[src/rtl/lfsr_random_source.sv]
// 10-bit maximal-length XNOR LFSR (x^10 + x^7 + 1) that paces the computer
// player. It advances once every TICK_DIV enabled cycles.
module lfsr_random_source #(
    parameter int          TICK_DIV = 4,
    parameter logic [9:0]  SEED     = 10'h000
) (
    input  logic       clk,
    input  logic       reset,
    input  logic       enable,
    input  logic       load,
    input  logic [9:0] seed_in,
    output logic [9:0] rand_out,
    output logic       tick,
    output logic       wrap,
    output logic       seed_fix
);

    localparam int               DIV_W     = (TICK_DIV > 1) ? $clog2(TICK_DIV) : 1;
    localparam logic [DIV_W-1:0] DIV_LAST  = DIV_W'(TICK_DIV - 1);
    localparam logic [9:0]       SEED_SAFE = (SEED == 10'h3FF) ? 10'h000 : SEED;
    localparam logic [9:0]       STEP_LAST = 10'd1022;

    logic [DIV_W-1:0] div_cnt;
    logic [9:0]       step_cnt;
    logic [9:0]       lfsr_next;

    // All-ones is the XNOR lock-up state; recover to zero instead of sticking.
    always_comb begin
        lfsr_next = {rand_out[8:0], ~(rand_out[9] ^ rand_out[6])};
        if (rand_out == 10'h3FF) begin
            lfsr_next = 10'h000;
        end
    end

    always_ff @(posedge clk) begin
        tick     <= 1'b0;
        wrap     <= 1'b0;
        seed_fix <= 1'b0;
        if (reset) begin
            rand_out <= SEED_SAFE;
            div_cnt  <= '0;
            step_cnt <= '0;
        end else if (load) begin
            rand_out <= (seed_in == 10'h3FF) ? 10'h000 : seed_in;
            seed_fix <= (seed_in == 10'h3FF);
            div_cnt  <= '0;
            step_cnt <= '0;
        end else if (enable) begin
            if (div_cnt == DIV_LAST) begin
                rand_out <= lfsr_next;
                div_cnt  <= '0;
                tick     <= 1'b1;
                if (step_cnt == STEP_LAST) begin
                    step_cnt <= '0;
                    wrap     <= 1'b1;
                end else begin
                    step_cnt <= step_cnt + 10'd1;
                end
            end else begin
                div_cnt <= div_cnt + 1'b1;
            end
        end
    end

endmodule

[config.mk]
export PLATFORM = sky130hd
export DESIGN_NAME = lfsr_random_source
export DESIGN_NICKNAME = d
export VERILOG_FILES = /design/src/rtl/lfsr_random_source.sv
export SDC_FILE = /design/constraint.sdc
export NUM_CORES = 1
export LEC_CHECK = 0
export ABC_AREA = 0
export ABC_CLOCK_PERIOD_IN_PS = 2300
export CAP_MARGIN = 20
export CORE_ASPECT_RATIO = 1.2
export CORE_MARGIN = 2
export CORE_UTILIZATION = 53
export CTS_CLUSTER_DIAMETER = 40
export CTS_CLUSTER_SIZE = 20
export DETAILED_ROUTE_END_ITERATION = 10
export PLACE_DENSITY_LB_ADDON = 0.1
export REMOVE_ABC_BUFFERS = 1
export SYNTH_ARGS = -nofsm -noshare
export SYNTH_HDL_FRONTEND = slang
export SYNTH_SLANG_ARGS = --single-unit
[constraint.sdc]
create_clock -name clk -period 2.3 [get_ports clk]
set_input_delay 0.575 -clock clk [delete_from_list [all_inputs] [get_ports clk]]
set_output_delay 0.575 -clock clk [all_outputs]
set_load 0.01 [all_outputs]
==> results.yml <==
pwr:
  leakage_nw: 0.617
  seq_power_share: 0.597
  power_frac_clock: 0.252
  p_switching_mw: 0.195
  comb_power_share: 0.151
  p_int_mw: 0.578
  vdd_drop_max_mv: 0.331
  p_sw_frac: 0.253
  power_density_mw_per_mm2: 469
grt:
  grt_usage: 0.237
  overflow: 0
  grt_max_degree: 22
  grt_pass1_vias: 1214
  antenna_found_initial: 0
  grt_pass1_wl_um: 5240
synth:
  synth.top_cells.by_area: "dfxtp_1 (39%), and3_1 (4.4%), a211oi_1 (4.1%)"
  yosysTopAreaCellShare: 0.388
  synth_enable_flop_cells: 0
  synth_flop_cell: "dfxtp_1"
  netlist_instances: 143
  synth_seq_cells: 25
  syn_area_per_cell_sq_um: 9.01
  synth_top_area_cell: "dfxtp_1"
  yosysSeqAreaShare: 0.388
  async_reset_ff_frac: 0
  syn_area_sq_mm: 0.00129
  synth.distinct_cells: 37
  yosysWarnings: 0
floorplan:
  die_y_um: 58.0
  ios: 27
  num_rows: 19
  dieArea_sq_mm: 0.00284
  die_w_um: 49.0
  initial_core_util: 0.559
  core_sq_mm: 0.00231
drt:
  viasPerCell: 5.95
  drc: 0
  wl_um: 3190
  drtIter0Drc: 24
  drtAntennaViolNets: 0
  wl_per_cell_um: 15.5
  dr.pass1.iters: 4
  vias: 1225
run:
  maxCapViolations: 0
clocking:
  clkTransAtPathRegs_ns: 0.14
  clk_path_buf_depth: 2
  clock_latency_ns: 0.31
  clock-sinks: 25
  htree_levels: 1
  cts_tree: "yes"
  cts_hold_buf: 0
  postCtsSetupBuffers: 0
  cts_resized: 0
  numCtsBuffers: 3
  cts_root_buf: "clkbuf_4"
worst_setup_path:
  crit_chain: "clkdlybuf4s50_1"
  critPathArrivalTime_ns: 1.36
  start_kind: "flip-flop"
  required_ns: 1.73
  rr_startpoint: "div_cnt[0]"
  cp_top_family: "buffers and inverters"
  cp_slowest_cell: "clkdlybuf4s50_1"
  crit_start: "rand_out[6]"
  critPathMaxFanout: 5
  criticalPathCategory: "reg -> out"
  cpPeakStageDelay_ns: 0.58
  crit_buf_inv: 1
  endpoint_kind: "output port"
timing:
  final.setup_skew_ns: 0.00608
  tightest_slew_ns: 0.551
  fin_tns_setup_ns: 0
  rsz0062_at_grt: "false"
  slew_violations: 0
  period_needed_ns: 1.93
  hold_viol_final: 0
  worst_slew_margin_rel: 0.632
  fmax_mhz: 517
  min_period_over_period: 0.841
  setup_viol: 0
layout:
  drive_above_1_share: 0.114
  syn_to_final_growth_pct: 27.9
  fill_cells: 186
  antenna_cells: 0
  nets: 193
  post-route-util: 0.715
  final_common_cell: "clkdlybuf4s50_1"
  final_cell_mix: "clkdlybuf4s50_1 (26), dfxtp_1 (25), and3_1 (9), a21oi_1 (9), buf_4 (9)"
hold_path:
  hold_path_class: "reg -> reg"
  min-delay-start: "step_cnt[8]"
place:
  dp_hpwl_um: 2430
  numPortBuffers: 26
  place.gp.congestion: 0.847
run_status:
  status: "complete, no violations"
[path summary, 6_finish.rpt]
kind	end	slack, ns	cells past startpoint
setup reg to reg	step_cnt[1]	0.62	5
hold / removal	step_cnt[8]	0.49	2
setup / recovery	rand_out[6]	0.37	1
hold reg to reg	step_cnt[8]	0.49	2
[state kept, by name, indices dropped and copies added, names as in the netlist]
name and flops:
step_cnt 10, seed_fix 1, wrap 1, div_cnt 2, rand_out 10, tick 1
[cell usage after synthesis (4+ instances only)]
library cell / instances
clkbuf_1: 5
o31ai_1: 5
a211oi_1: 7
nor4_1: 8
a21oi_1: 9
nor2b_1: 8
nand2_1: 4
nand3_1: 4
nand4_1: 4
or3_1: 4
inv_1: 7
nor2_1: 7
dfxtp_1: 25
and3_1: 9
[per-stage QoR]
step                      std cells  cell area [sq um]  setup slack [ns]  total power, mW  hold slack, ns
after floorplan                 136               1250             0.431            0.512           0.452
after global placement          202               1620             0.151            0.585           0.460
after detailed placement        202               1620            0.0976            0.588           0.473
after CTS                       206               1650             0.350            0.784           0.492
after global routing            206               1650             0.329            0.805           0.508
final                           206               1650             0.366            0.773           0.495
[metal layers]
layer / part of all wire / track usage
met5: 0 / 0
met4: 0.020 / 0.114
met3: 0.026 / 0.0232
met2: 0.53 / 0.436
met1: 0.43 / 0.277
[area by class of cell]
cell class,instances,area (sq um),share of cell area
Multi-Input combinational cell,104,727,0.441
Tap cell,31,38.8,0.0235
Timing Repair Buffer,35,328,0.199
Clock buffer,3,22.5,0.0137
Sequential cell,25,500,0.304
Clock inverter,1,5.00,0.00304
Inverter,7,26.3,0.0159
[logic make-up (layout without fill, tap and decap cells)]
logic type | Yosys count | in the layout | synth area share
fa+ha+maj | 3 | 3 | 0.0291
buf+inv | 14 | 46 | 0.0476
mux | 1 | 1 | 0.00777
xor+xnor | 3 | 3 | 0.0204
flops | 25 | 25 | 0.388
simple gates | 64 | 64 | 0.311
compound gates | 33 | 33 | 0.196
[power groups by stage]
stage | clock network, mW | registers [mW] | logic (mW)
2_1_floorplan | 0 | 0.472 | 0.0395
3_3_place_gp | 0 | 0.470 | 0.115
3_5_place_dp | 0 | 0.471 | 0.117
4_1_cts | 0.206 | 0.461 | 0.117
5_1_grt | 0.216 | 0.463 | 0.126
6_report | 0.195 | 0.462 | 0.116
No activity file was read; power rests on OpenSTA's default activity.
